## src/rtl/ble_packet_tx_if.sv

```systemverilog
// PDU byte stream from the link-layer controller into the BLE packet transmitter.
interface ble_packet_tx_if;
    logic [7:0] pdu_data;
    logic       pdu_valid;
    logic       pdu_ready;

    modport master (output pdu_data, output pdu_valid, input pdu_ready);
    modport slave  (input pdu_data, input pdu_valid, output pdu_ready);
endinterface

```

## src/rtl/ble_packet_tx.sv

```systemverilog
// Bit-serial BLE 1 Mbps packet transmitter: preamble, access address, whitened PDU and CRC24,
// one symbol per CLKS_PER_SYM clocks towards the FSK modulator.
module ble_packet_tx #(
    parameter int          CLKS_PER_SYM  = 16,
    parameter int          PDU_MAX_BYTES = 39,
    parameter logic [23:0] CRC_POLY      = 24'h00065B,
    parameter logic [23:0] CRC_INIT      = 24'h555555
) (
    input  logic                  clk,
    input  logic                  rst,
    input  logic                  tx_start,
    input  logic [31:0]           acc_addr,
    input  logic [5:0]            channel,
    input  logic [5:0]            pdu_len,
    input  logic                  whiten_en,
    ble_packet_tx_if.slave        pduIf,
    output logic                  tx_bit,
    output logic                  sym_stb,
    output logic                  tx_active,
    output logic                  tx_done,
    output logic                  tx_err
);
    localparam int               SCW      = (CLKS_PER_SYM > 1) ? $clog2(CLKS_PER_SYM) : 1;
    localparam logic [SCW-1:0]   SYM_LAST = SCW'(CLKS_PER_SYM - 1);
    localparam logic [6:0]       MAX_LEN  = 7'(PDU_MAX_BYTES);

    typedef enum logic [2:0] {
        S_IDLE,
        S_PRE,
        S_AA,
        S_PDU,
        S_CRC
    } state_e;

    state_e         state_q, state_d;
    logic [SCW-1:0] symCnt_q, symCnt_d;
    logic [8:0]     symIdx_q, symIdx_d;
    logic [31:0]    accAddr_q, accAddr_d;
    logic [5:0]     pduLen_q, pduLen_d;
    logic           whitenEn_q, whitenEn_d;
    logic [7:0]     hold_q, hold_d;
    logic           holdFull_q, holdFull_d;
    logic [5:0]     fetched_q, fetched_d;
    logic [7:0]     shift_q, shift_d;
    logic [23:0]    crc_q, crc_d;
    logic [6:0]     lfsr_q, lfsr_d;
    logic           txBit_q, txBit_d;
    logic           symStb_q, symStb_d;
    logic           txActive_q, txActive_d;
    logic           txDone_q, txDone_d;
    logic           txErr_q, txErr_d;

    logic           pduReady;
    logic           lenOk;
    logic [8:0]     pduLast;
    logic           whiteBit;
    logic           needByte;
    logic           shiftBit;
    logic           crcSym;
    logic           emitPdu;
    logic           rawBit;
    logic [4:0]     crcSel;

    // Whitening LFSR step: p0<=p6, p4<=p3^p6, all other taps shift up by one.
    function automatic logic [6:0] lfsrStep(input logic [6:0] p);
        logic [6:0] n;
        n[0] = p[6];
        n[1] = p[0];
        n[2] = p[1];
        n[3] = p[2];
        n[4] = p[3] ^ p[6];
        n[5] = p[4];
        n[6] = p[5];
        return n;
    endfunction

    function automatic logic [23:0] crcStep(input logic [23:0] c, input logic d);
        logic fb;
        fb = c[23] ^ d;
        return {c[22:0], 1'b0} ^ (fb ? CRC_POLY : 24'h000000);
    endfunction

    assign lenOk    = ({1'b0, pdu_len} >= 7'd2) && ({1'b0, pdu_len} <= MAX_LEN);
    assign pduLast  = {pduLen_q, 3'b000} - 9'd1;
    assign whiteBit = whitenEn_q & lfsr_q[6];
    assign pduReady = (state_q != S_IDLE) && !holdFull_q && (fetched_q < pduLen_q);

    assign pduIf.pdu_ready = pduReady;
    assign tx_bit          = txBit_q;
    assign sym_stb         = symStb_q;
    assign tx_active       = txActive_q;
    assign tx_done         = txDone_q;
    assign tx_err          = txErr_q;

    always_comb begin
        state_d    = state_q;
        symCnt_d   = symCnt_q;
        symIdx_d   = symIdx_q;
        accAddr_d  = accAddr_q;
        pduLen_d   = pduLen_q;
        whitenEn_d = whitenEn_q;
        hold_d     = hold_q;
        holdFull_d = holdFull_q;
        fetched_d  = fetched_q;
        shift_d    = shift_q;
        crc_d      = crc_q;
        lfsr_d     = lfsr_q;
        txBit_d    = txBit_q;
        symStb_d   = 1'b0;
        txActive_d = txActive_q;
        txDone_d   = 1'b0;
        txErr_d    = 1'b0;
        needByte   = 1'b0;
        shiftBit   = 1'b0;
        crcSym     = 1'b0;
        emitPdu    = 1'b0;
        rawBit     = 1'b0;
        crcSel     = 5'd0;

        if (pduIf.pdu_valid && pduReady) begin
            hold_d     = pduIf.pdu_data;
            holdFull_d = 1'b1;
            fetched_d  = fetched_q + 6'd1;
        end

        if (state_q == S_IDLE) begin
            txBit_d    = 1'b0;
            txActive_d = 1'b0;
            if (tx_start) begin
                if (lenOk) begin
                    state_d    = S_PRE;
                    symCnt_d   = '0;
                    symIdx_d   = 9'd0;
                    accAddr_d  = acc_addr;
                    pduLen_d   = pdu_len;
                    whitenEn_d = whiten_en;
                    holdFull_d = 1'b0;
                    fetched_d  = 6'd0;
                    crc_d      = CRC_INIT;
                    lfsr_d     = {channel[0], channel[1], channel[2],
                                  channel[3], channel[4], channel[5], 1'b1};
                    txActive_d = 1'b1;
                    symStb_d   = 1'b1;
                    txBit_d    = acc_addr[0];
                end else begin
                    txErr_d = 1'b1;
                end
            end
        end else if (symCnt_q != SYM_LAST) begin
            symCnt_d = symCnt_q + SCW'(1);
        end else begin
            // Last clock of a symbol: decide what goes on air for the next one.
            symCnt_d = '0;
            symIdx_d = symIdx_q + 9'd1;
            symStb_d = 1'b1;
            case (state_q)
                S_PRE: begin
                    if (symIdx_q == 9'd7) begin
                        state_d  = S_AA;
                        symIdx_d = 9'd0;
                        txBit_d  = accAddr_q[0];
                    end else begin
                        txBit_d = ~txBit_q;
                    end
                end
                S_AA: begin
                    if (symIdx_q == 9'd31) begin
                        state_d  = S_PDU;
                        symIdx_d = 9'd0;
                        needByte = 1'b1;
                    end else begin
                        txBit_d = accAddr_q[symIdx_d[4:0]];
                    end
                end
                S_PDU: begin
                    if (symIdx_q == pduLast) begin
                        state_d  = S_CRC;
                        symIdx_d = 9'd0;
                        crcSym   = 1'b1;
                    end else if (symIdx_d[2:0] == 3'd0) begin
                        needByte = 1'b1;
                    end else begin
                        shiftBit = 1'b1;
                    end
                end
                S_CRC: begin
                    if (symIdx_q == 9'd23) begin
                        state_d    = S_IDLE;
                        symIdx_d   = 9'd0;
                        symStb_d   = 1'b0;
                        txActive_d = 1'b0;
                        txBit_d    = 1'b0;
                        txDone_d   = 1'b1;
                    end else begin
                        crcSym = 1'b1;
                    end
                end
                default: begin
                    state_d = S_IDLE;
                end
            endcase

            if (needByte && holdFull_q) begin
                rawBit     = hold_q[0];
                shift_d    = {1'b0, hold_q[7:1]};
                holdFull_d = 1'b0;
                emitPdu    = 1'b1;
            end else if (needByte) begin
                // Underrun: the next byte never arrived, abandon the packet.
                state_d    = S_IDLE;
                symIdx_d   = 9'd0;
                symStb_d   = 1'b0;
                txActive_d = 1'b0;
                txBit_d    = 1'b0;
                txErr_d    = 1'b1;
                holdFull_d = 1'b0;
            end else if (shiftBit) begin
                rawBit  = shift_q[0];
                shift_d = {1'b0, shift_q[7:1]};
                emitPdu = 1'b1;
            end

            if (emitPdu) begin
                crc_d   = crcStep(crc_q, rawBit);
                txBit_d = rawBit ^ whiteBit;
                lfsr_d  = lfsrStep(lfsr_q);
            end

            if (crcSym) begin
                crcSel  = 5'd23 - symIdx_d[4:0];
                txBit_d = crc_q[crcSel] ^ whiteBit;
                lfsr_d  = lfsrStep(lfsr_q);
            end
        end
    end

    always_ff @(posedge clk or negedge rst) begin
        if (!rst) begin
            state_q    <= S_IDLE;
            symCnt_q   <= '0;
            symIdx_q   <= 9'd0;
            accAddr_q  <= 32'd0;
            pduLen_q   <= 6'd0;
            whitenEn_q <= 1'b0;
            hold_q     <= 8'd0;
            holdFull_q <= 1'b0;
            fetched_q  <= 6'd0;
            shift_q    <= 8'd0;
            crc_q      <= 24'd0;
            lfsr_q     <= 7'd0;
            txBit_q    <= 1'b0;
            symStb_q   <= 1'b0;
            txActive_q <= 1'b0;
            txDone_q   <= 1'b0;
            txErr_q    <= 1'b0;
        end else begin
            state_q    <= state_d;
            symCnt_q   <= symCnt_d;
            symIdx_q   <= symIdx_d;
            accAddr_q  <= accAddr_d;
            pduLen_q   <= pduLen_d;
            whitenEn_q <= whitenEn_d;
            hold_q     <= hold_d;
            holdFull_q <= holdFull_d;
            fetched_q  <= fetched_d;
            shift_q    <= shift_d;
            crc_q      <= crc_d;
            lfsr_q     <= lfsr_d;
            txBit_q    <= txBit_d;
            symStb_q   <= symStb_d;
            txActive_q <= txActive_d;
            txDone_q   <= txDone_d;
            txErr_q    <= txErr_d;
        end
    end
endmodule

```

## src/flat_wrapper.sv

```systemverilog
// flat-port wrapper written by rule: the top's interface ports become plain ports
module ble_packet_tx_flat 
#(
    parameter int          CLKS_PER_SYM  = 16,
    parameter int          PDU_MAX_BYTES = 39,
    parameter logic [23:0] CRC_POLY      = 24'h00065B,
    parameter logic [23:0] CRC_INIT      = 24'h555555
)
  (clk, rst, tx_start, acc_addr, channel, pdu_len, whiten_en, tx_bit, sym_stb, tx_active, tx_done, tx_err, pduIf_pdu_data, pduIf_pdu_valid, pduIf_pdu_ready);
  ble_packet_tx_if pduIf_i ();
  input  logic clk;
  input  logic rst;
  input  logic tx_start;
  input  logic [31:0] acc_addr;
  input  logic [5:0] channel;
  input  logic [5:0] pdu_len;
  input  logic whiten_en;
  output logic tx_bit;
  output logic sym_stb;
  output logic tx_active;
  output logic tx_done;
  output logic tx_err;
  input wire logic [$bits(pduIf_i.pdu_data)-1:0] pduIf_pdu_data;
  input wire logic [$bits(pduIf_i.pdu_valid)-1:0] pduIf_pdu_valid;
  output wire logic [$bits(pduIf_i.pdu_ready)-1:0] pduIf_pdu_ready;
  assign pduIf_i.pdu_data = pduIf_pdu_data;
  assign pduIf_i.pdu_valid = pduIf_pdu_valid;
  assign pduIf_pdu_ready = pduIf_i.pdu_ready;
  ble_packet_tx #(.CLKS_PER_SYM(CLKS_PER_SYM), .PDU_MAX_BYTES(PDU_MAX_BYTES), .CRC_POLY(CRC_POLY), .CRC_INIT(CRC_INIT)) u_core (.clk(clk), .rst(rst), .tx_start(tx_start), .acc_addr(acc_addr), .channel(channel), .pdu_len(pdu_len), .whiten_en(whiten_en), .pduIf(pduIf_i), .tx_bit(tx_bit), .sym_stb(sym_stb), .tx_active(tx_active), .tx_done(tx_done), .tx_err(tx_err));
endmodule
```

## config.mk

```make
export PLATFORM = sky130hd
export DESIGN_NAME = ble_packet_tx_flat
export DESIGN_NICKNAME = d
export VERILOG_FILES = /design/src/rtl/ble_packet_tx_if.sv /design/src/rtl/ble_packet_tx.sv /design/src/flat_wrapper.sv
export SDC_FILE = /design/constraint.sdc
export NUM_CORES = 1
export LEC_CHECK = 0
export BUFFER_PORTS_ARGS = -buffer_cell sky130_fd_sc_hd__buf_2
export CORE_MARGIN = 4
export CORE_UTILIZATION = 45
export DETAILED_ROUTE_END_ITERATION = 10
export GPL_ROUTABILITY_DRIVEN = 0
export PLACE_DENSITY_LB_ADDON = 0.15
export SYNTH_ARGS = -nofsm -noshare
export SYNTH_HDL_FRONTEND = slang
export SYNTH_SLANG_ARGS = --single-unit
```

## constraint.sdc

```tcl
create_clock -name clk -period 3.1 [get_ports clk]
set_clock_uncertainty 0.1 [all_clocks]
set_input_delay 0.465 -clock clk [delete_from_list [all_inputs] [get_ports clk]]
set_output_delay 0.465 -clock clk [all_outputs]
set_load 0.02 [all_outputs]
```

## Yosys cells after proc, flatten, opt, wreduce, memory -nomap -nowiden

Index checks and enable logic that the tools add are counted.

| word-level totals | value |
|---|---|
| register bits | 114 |
| bits of input ports | 57 |
| output and inout port bits | 6 |
| logic and storage cells | 186 |

| cells by class | value |
|---|---|
| add/subtract/negate cells | 5 |
| magnitude comparators | 5 |
| equal/unequal tests | 13 |
| multiplexer cells | 119 |
| bitwise logic cells | 9 |
| reduce and logical (&&, ||, !) cells | 18 |

Operators by type and width:

| cell | count |
|---|---|
| $mux 24 | 5 |
| $mux 9 | 12 |
| $mux 1 | 67 |
| $mux 7 | 6 |
| $pmux 9 s4 | 1 |
| $mux 3 | 10 |
| $mux 6 | 4 |
| $mux 8 | 3 |
| $xor 24x24->24 | 1 |
| $eq 9x5->1 const B | 2 |
| $mux 4 | 4 |
| $lt 5x6->1 const B | 2 |
| $pmux 3 s4 | 1 |
| $reduce_and 4->1 | 3 |
| $mux 11 | 1 |
| $bmux 1 s5 | 2 |
| $add 9x1->9 const B | 1 |
| $eq 9x3->1 const B | 1 |
| $eq 9x9->1 | 1 |
| $sub 9x1->9 const B | 1 |
| $add 6x1->6 const B | 1 |
| $eq 3x2->1 const B | 2 |
| $ge 6x2->1 const B | 1 |
| $le 6x6->1 const B | 1 |
| other kinds (20) | 36 |

## Longest topological paths before layout

Gate-level depths: netlist (run 1).

| logic depth | value |
|---|---|
| word-level depth | 18 |
| mapped depth | 13 |
| mapped depth without buffers | 12 |

## Least setup slack after synthesis (run 1)

No wires, ideal clock.

| path | value |
|---|---|
| path kind | reg2reg |
| start | reg u_core.pduLen_q[1] |
| end | reg u_core.hold_q[3] |
| library setup time | 125 ps |
| data arrival time | 3426 ps |
| required time | 2875 ps |
| setup slack | -551 ps |
| cell stages (with the launch flop) | 12 |
| path buffers | 2 |
| period minus slack after synthesis | 3651 ps |
| path through | dfrtp_1 > inv_1 > ha_1 > a21o_1 > a21o_1 > a21o_1 > a21o_1 > a2111oi_0 > and2_1 > buf_2 > buf_4 > mux2_2 |

| on the way | value |
|---|---|
| word-level cells in the longest chain between the ends | 3 |

Ends and longest elaborated chain:

| item | RTL line | source |
|---|---|---|
| start: declaration | ble_packet_tx.sv:39 | `logic [5:0] pduLen_q, pduLen_d;` |
| start signal: assignment | ble_packet_tx.sv:261 | `pduLen_q <= pduLen_d;` |
| $lt 6x6->1 | ble_packet_tx.sv:86 | `assign pduReady = (state_q != S_IDLE) && !holdFull_q && (fetched_q < pduLen_q);` |
| $logic_and 1x1->1 | ble_packet_tx.sv:86 |  |
| via pduIf_pdu_ready | flat_wrapper.sv:25 | `output wire logic [$bits(pduIf_i.pdu_ready)-1:0] pduIf_pdu_ready;` |
| $logic_and 1x1->1 | ble_packet_tx.sv:120 | `if (pduIf.pdu_valid && pduReady) begin` |
| end signal: assignment | ble_packet_tx.sv:263 | `hold_q <= hold_d;` |
| end: declaration | ble_packet_tx.sv:41 | `logic [7:0] hold_q, hold_d;` |

The timed path passes the listed nets, and every way through them passes these cells.
A chain may end at the register's enable or synchronous reset.

## Worst setup path after layout (run 1)

| path | value |
|---|---|
| start | reg u_core.pduLen_q[1] |
| end | reg u_core.txBit_q, in the netlist u_core.tx_bit |

| on the way | value |
|---|---|
| word-level cells in the longest chain between the ends | 17 |
| elaborated cells between the ends (all ways) | 42 |
| classes of those cells | add/sub: 2; eq/ne: 1; mux: 36; bitwise: 2; reduce/logical: 1 |

Ends and longest elaborated chain:

| item | RTL line | source |
|---|---|---|
| $sub 9x1->9 (*) | ble_packet_tx.sv:84 | `assign pduLast = {pduLen_q, 3'b000} - 9'd1;` |
| $eq 9x9->1 (*) | ble_packet_tx.sv:176 | `if (symIdx_q == pduLast) begin` |
| $mux 1 | ble_packet_tx.sv:176 |  |
| $pmux 1 s2 | ble_packet_tx.sv:156 | `case (state_q)` |
| $mux 1 | ble_packet_tx.sv:149 | `end else if (symCnt_q != SYM_LAST) begin` |
| $mux 1 | ble_packet_tx.sv:126 | `if (state_q == S_IDLE) begin` |
| $mux 9 / $logic_and 1x1->1 (equally long branches) | ble_packet_tx.sv:208, ble_packet_tx.sv:203 |  |
| $mux 9 | ble_packet_tx.sv:203 | `if (needByte && holdFull_q) begin` |
| $mux 9 | ble_packet_tx.sv:149 |  |
| $mux 9 | ble_packet_tx.sv:126 |  |
| $sub 5x5->5 | ble_packet_tx.sv:230 | `crcSel = 5'd23 - symIdx_d[4:0];` |
| $bmux 1 s5 | ble_packet_tx.sv:231 | `txBit_d = crc_q[crcSel] ^ whiteBit;` |
| $mux 1 (not written as such) | ble_packet_tx.sv:231 |  |
| $xor 1x1->1 | ble_packet_tx.sv:231 |  |
| $mux 1 (*) | ble_packet_tx.sv:229 | `if (crcSym) begin` |
| $mux 1 (*) | ble_packet_tx.sv:149 |  |
| $mux 1 (*) | ble_packet_tx.sv:126 |  |
| end signal: assignment | ble_packet_tx.sv:269 | `txBit_q <= txBit_d;` |
| end: declaration | ble_packet_tx.sv:47 | `logic txBit_q, txBit_d;` |

Every way passes the cells marked *; elsewhere a longest branch is shown, timed or not. The select of a mux whose other input is x is not followed.

==> run metrics, run 1 <==
status=finished clean; clock sink count=about 110; ys async rst share=1.000; Tot Pwr=roughly 6.5 mW; RSZ-0062 raised after global routing=yes; post-synthesis compound-gate area fraction=0.1544; Clock Latency Late Sink=0.42 ns; crit path launch type=flop; Post-DP HPWL=just under 10 mm; XOR/XNOR Fraction of Synth Area=0.04148; combinational power share=0.311; Starting Density=0.4618; design area=0.007292 mm^2; Net Count, Synth=689; Tcrit/Tclk final=0.9661; I/O pins=63; sw frac=0.3293; layout cells sized above 1=0.2462; flop2flop setup slack=between 0.1 and 0.15 ns; final max-slew violation count=0; Peak VDD IR=494.3 uV; Avg Cell Area, Syn=9.408 um^2; WL per Instance=approximately 16 um; nets=770; P_int=between 4 and 5 mW; Min-Delay Path Class=input port to asynchronous set/reset pin; 1st-pass router iterations=5; Synth Area in Adders=0.02138; vias=between 4,000 and 5,000; Syn Inst Count=622; Clk pwr share=0.307; Fin. Hold Viols=0; worst slew pin tran=a little over 0.9 ns; total of max-cap violations=0; worst-path fanout max=8; met2 usage=0.3218; area grow syn2layout=24.61%; Worst Reg-to-Reg Cells=13; Initial DRC Count=~430; ranking of synthesized cells by area=dfrtp_1, nand2_1, mux4_2; Worst Path Arrival=about 3.2 ns; Yosys cell types=65; synthesized area=about 0.0059 mm^2; first-pass GRT wire length=around 24 mm; DRC violations left=0; Post-Synth Simple-Gate Area=0.1926; register area share after synthesis=0.4832; CTS buffer count=17; GR Util met3=0.06035; die width=~120 um; Primary FF master, synth=dfrtp_1; largest net degree at the start of global routing=71; Critical R2R Capture=u_core.tx_bit; grt ovf=0; register bit total from synthesis=around 110; std cell rows=41; GRT Max-Usage Layer=met2; Critical Path RT=roughly 3.3 ns; Final ANT Viol Nets=0; area leader, netlist=dfrtp_1; Clk pin slew, worst setup/hold paths=approximately 0.050 ns; final WL=around 14 mm; # diodes=0; post-synthesis mux area share=0.07505; Core ar.=0.01267 mm^2; switching power=approximately 2.1 mW; CTS Buffer Depth=2; PwrDens=slightly below 900 mW/mm^2; CTS tree=yes; die height=approximately 120 um; area of the die=around 0.015 mm^2; placed cell areas=about 0.0065 mm^2; Fmax=between 300 and 400 MHz; gr usage total=0.2056; Place WS=-0.1119 ns; vias in the first global route=4,876; Reg-to-Reg Start=u_core.pduLen_q[1]; number of synthesis warnings=0; H-tree Lvls=4; EDFF count, synth=0; Root Driver=clkbuf_16; leakage=3.392 nW; CP Class=flop to flop; vias per inst=roughly 5.5; Util after Layout=0.5755; largest family of logic cells by synthesized area=simple AND/OR/NAND/NOR gates; M1 GR Usage=0.2749; area share of the leading cell type in the synthesized netlist=0.4832; Worst Slack Setup Final=~0.11 ns; Final Setup Violations=0; port bufs=between 60 and 70; Final min period=2.995 ns; CP Capture Type=flop; max_slew headroom=0.3912; sequential share of power=0.382; Setup TNS=0 ns; initial antenna violation count=0
how the worst max path moves through the flow:
stage                       start  depth (start not counted)                to
2_1_floorplan  u_core.pduLen_q[1]                         11  u_core.hold_q[3]
4_1_cts        u_core.pduLen_q[1]                          8   pduIf_pdu_ready
3_5_place_dp   u_core.pduLen_q[1]                         10  u_core.crc_q[22]
5_1_grt        u_core.symIdx_q[0]                         12     u_core.tx_bit
6_report       u_core.pduLen_q[1]                         13     u_core.tx_bit
3_3_place_gp   u_core.pduLen_q[1]                         10   u_core.crc_q[2]
critical path: stages (launching register included):
cell,delay [ns]
dfrtp_1,0.40
inv_2,0.08
ha_4,0.18
o21ba_1,0.17
a221oi_2,0.28
a41oi_2,0.11
a32oi_2,0.25
buf_4,0.17
a21oi_4,0.09
or4_4,0.50
a32oi_2,0.19
a2bb2oi_2,0.09
a21o_1,0.16
a31oi_1,0.15
power groups by stage:
stage          Sequential, mW  Clock, mW  Combinational [mW]
3_5_place_dp             2.49          0                1.90
3_3_place_gp             2.47          0                1.84
6_report                 2.49       2.00                2.02
2_1_floorplan            2.34          0                1.46
5_1_grt                  2.56       2.10                2.29
4_1_cts                  2.47       2.04                1.92
sequential cells by signal (all words and copies together), names as in the netlist, 3 cells and up:
signal	flops
u_core.accAddr_q	32
u_core.crc_q	24
u_core.fetched_q	6
u_core.hold_q	8
u_core.lfsr_q	7
u_core.pduLen_q	6
u_core.shift_q	7
u_core.state_q	3
u_core.symCnt_q	4
u_core.symIdx_q	9
what timing repair did:
action | 4_1_cts | 5_1_grt
resized for setup | 3 | 26
pin swaps | 0 | 7
buffers inserted | 0 | 6
hold buffers | 0 | 0
setup endpoints to repair | 14 | 22
per-stage QoR:
step	hold WS [ns]	std cells
6_report	0.08643	887
2_1_floorplan	0.06941	622
3_3_place_gp	0.3547	850
4_1_cts	0.1120	881
3_5_place_dp	0.3598	850
5_1_grt	0.1275	887
synthesized netlist by cell type, types with 4 or more instances:
master / instances
a22o_1: 9
clkbuf_1: 21
mux2i_1: 9
nor4_1: 4
nand2b_1: 5
nand3_1: 15
o22a_1: 9
dfrtp_1: 113
mux2_2: 10
nand2_1: 174
xor2_1: 10
ha_1: 10
and3_1: 4
and2_1: 4
a21oi_1: 13
xnor2_1: 14
a31oi_1: 9
o21ai_0: 44
inv_1: 11
mux4_2: 10
nor2_1: 39
nor3_1: 9
a21o_1: 7
buf_2: 7
area by class of cell:
cell class                      instances  area [um^2]
Fill cell                            1101         5379
Multi-Input combinational cell        465         3003
Sequential cell                       113         2828
Timing Repair Buffer                   95        604.3
Clock buffer                           20        436.7
Tap cell                              172        215.2
Clock inverter                         11        163.9
Inverter                               11        41.29
cells by family (layout without fill, tap and decap cells):
family | after synthesis | in the layout
xor+xnor | 26 | 26
simple gates | 267 | 267
compound gates | 132 | 132
fa+ha+maj | 10 | 10
mux | 30 | 30
buf+inv | 44 | 137
flops | 113 | 113
layout by cell type, fill, tap and decap left out, types with 3 or more instances in the layout:
cell       count
a21oi_1       11
a31oi_1        9
ha_1           8
xnor2_1       14
nand3_1       15
and2_1         3
mux2i_1        9
o21ai_0       44
mux4_2        10
a22o_1         9
nand2b_1       5
o311ai_1       3
a31o_2         3
buf_12         3
buf_4         31
mux2_2        10
bufinv_16      4
buf_2         60
nand4_1        3
clkinv_2       4
and3_1         3
a21o_1         7
nand2_1      174
clkbuf_16     17
inv_1         10
nor3_1         7
dfrtp_1      113
nor2_1        37
o31ai_1        3
xor2_1        10
o22a_1         9
clkbuf_1       3
layer usage:
layer / vias up / share of wire / routed length [um]
li1: 2342 / - / -
met5: - / 0 / 0
met4: 0 / 0.011 / 154
met3: 12 / 0.065 / 936
met1: 2341 / 0.45 / 6457
met2: 153 / 0.47 / 6764
No activity file was read; power rests on OpenSTA's default activity.
==> inputs of run 2 (changes only) <==
PLACE_DENSITY = 0.66   (was default)
PLACE_DENSITY_LB_ADDON = default   (was 0.15)
==> run 2 against run 1 <==
Non-clock buffer count down 1; final area down 1.3%; worst setup slack lost 0.027 ns; sequential power about the same; count of clock-buffer cells in the layout up 2; register-to-register slack worse by 0.03 ns; first-iteration DRC count is 5.3% higher; clock power is 9% lower.
==> run metrics, run 2 (synthesis gave the netlist of run 1 again) <==
status=finished clean (unchanged); Largest register FFs=32 (unchanged); leakage=3.358 nW (was 3.392 nW); max_slew headroom=0.5305 (was 0.3912); RSZ-0062 raised after global routing=yes (unchanged); most common cell after layout, fill and taps aside=nand2_1 (unchanged); std cell rows=41 (unchanged); layout cells sized above 1=0.2437 (was 0.2462); first-pass GRT wire length=23.85 mm (was 23.94 mm); WL met1=6.529 mm (was 6.457 mm); # diodes=0 (unchanged); crit-path cells=inv_2 > ha_4 > o21ba_1 > a221oi_2 > a41oi_2 > a32oi_2 > buf_4 > a21oi_2 > or4_4 > a32oi_2 > a2bb2oi_2 > a21o_1 > a31oi_1 (was inv_2 > ha_4 > o21ba_1 > a221oi_2 > a41oi_2 > a32oi_2 > buf_4 > a21oi_4 > or4_4 > a32oi_2 > a2bb2oi_2 > a21o_1 > a31oi_1); highest metal used=met4 (unchanged); final max-slew violation count=0 (unchanged); vias=4,868 (was 4,848); Core ar.=0.01267 mm^2 (unchanged); Critical Path RT=3.34 ns (was 3.33 ns); sw frac=0.3401 (was 0.3293); final WL=14.56 mm (was 14.31 mm); P_int=4.192 mW (was 4.366 mW); vias per inst=5.494 (was 5.466); I/O pins=63 (unchanged); initial antenna violation count=0 (unchanged); combinational power share=0.321 (was 0.311); Clk pin slew, worst setup/hold paths=0.05 ns (about the same); switching power=2.161 mW (was 2.144 mW); CP Capture Type=flop (unchanged); Final min period=3.022 ns (was 2.995 ns); area of the die=0.01489 mm^2 (unchanged); Worst Path Arrival=3.26 ns (was 3.23 ns); top flop regs=u_core.accAddr_q (32), u_core.crc_q (24), u_core.symIdx_q (9) (unchanged); port bufs=62 (unchanged); met2 WL=6.891 mm (was 6.764 mm); Starting Density=0.4618 (unchanged); PwrDens=882.7 mW/mm^2 (was 892.7 mW/mm^2); Final ANT Viol Nets=0 (unchanged); Fmax=330.9 MHz (was 333.9 MHz); sequential share of power=0.393 (was 0.382); Peak VDD IR=383.8 uV (was 494.3 uV); nets=769 (was 770); Final Setup Violations=0 (unchanged); CTS buffer count=17 (unchanged); Initial DRC Count=456 (was 433); Slowest Stage Delay on Critical Path=0.50 ns (about the same); WL per Instance=16.43 um (was 16.14 um); Fin. Hold Viols=0 (unchanged); met3 wire length=901 um (was 936 um); largest net degree at the start of global routing=54 (was 71); Clk pwr share=0.286 (was 0.307); die height=122.0 um (unchanged); CTS tree=yes (unchanged); gr usage total=0.2056 (about the same); Tcrit/Tclk final=0.9749 (was 0.9661); largest reg by FF count=u_core.accAddr_q (unchanged); CP Class=flop to flop (unchanged); CTS Buffer Depth=2 (unchanged); Tot Pwr=6.352 mW (was 6.510 mW); Critical-path top delay cell=or4_4 (unchanged); Root Driver=clkbuf_16 (unchanged); Util after Layout=0.5680 (was 0.5755); most frequent cells in the layout=nand2_1, dfrtp_1, buf_2 (unchanged); clock sink count=113 (unchanged); die width=122.0 um (unchanged); H-tree Lvls=4 (unchanged); Post-DP HPWL=9.849 mm (was 9.812 mm); Place WS=-0.07780 ns (was -0.1119 ns); vias in the first global route=4,807 (was 4,876); grt ovf=0 (unchanged); crit path launch type=flop (unchanged); Worst Slack Setup Final=0.07793 ns (was 0.1051 ns); worst-path fanout max=4 (was 8); Setup TNS=0 ns (unchanged); Clock Latency Late Sink=0.42 ns (about the same); Hold Worst Slack=0.1326 ns (was 0.08643 ns); DRC violations left=0 (unchanged); 1st-pass router iterations=5 (unchanged); area grow syn2layout=22.98% (was 24.61%); worst slew pin tran=0.7005 ns (was 0.9132 ns); total of max-cap violations=0 (unchanged); Min-Delay Path Class=input port to flop (was input port to asynchronous set/reset pin); CP most frequent cell=a32oi_2 (unchanged)
==> run 2: layout make-up <==
cell class,count,area (um^2)
clock buffers,22,474.2
clock inverters,9,83.83
fillers,1115,5474
inverters,11,41.29
multi-input cells,465,2980
flip-flops and latches,113,2828
well taps,172,215.2
repair buffers,94,574.3
==> run 2: per-stage QoR <==
stage                     instance area, um^2  instances
final                                    7197        886
after global routing                     7197        886
after CTS                                7044        883
after detailed placement                 6470        851
after global placement                   6470        851
after floorplan                          5858        622
==> run 2: timing repair <==
action,4_1_cts,5_1_grt
resized for setup,2,24
setup buffers,0,3
hold endpoints to repair,42,0
hold buffers,1,0
pin swaps,1,8
setup endpoints to repair,13,15
==> run 2: power groups by stage <==
stage	combinational, mW	clock (mW)	sequential (mW)
after global routing	2.29	1.92	2.57
after floorplan	1.46	0	2.34
final	2.04	1.82	2.50
after global placement	1.81	0	2.47
after detailed placement	1.89	0	2.49
after CTS	1.91	1.84	2.48
==> run 2: per-layer routing <==
metal,vias up,GRT usage
met2,167,0.3198
met5,-,0
met4,0,0.07353
met3,21,0.05989
li1,2344,-
met1,2336,0.2755
==> run 2: final timing paths <==
| check | depth (start not counted) | from | end | slack [ns] |
|---|---|---|---|---|
| worst max-delay path | 13 | u_core.pduLen_q[1] | u_core.tx_bit | 0.08 |
| worst min-delay path | 3 | acc_addr[26] | u_core.accAddr_q[26] | 0.13 |
| worst max register to register | 13 | u_core.pduLen_q[1] | u_core.tx_bit | 0.08 |
| worst min register to register | 2 | u_core.accAddr_q[18] | u_core.accAddr_q[18] | 0.37 |
| max in group asynchronous | 3 | rst | u_core.accAddr_q[27] | 1.67 |
| min in group asynchronous | 2 | rst | u_core.fetched_q[0] | 0.49 |
==> run 2: critical path, delay by kind of cell (launching register included) <==
kind,cells,cell delay (ns)
AOI/OAI and AO/OA,9,1.54
adders and majority gates,1,0.19
buffers and inverters,2,0.24
DFF,1,0.38
and+or+nand+nor,1,0.50
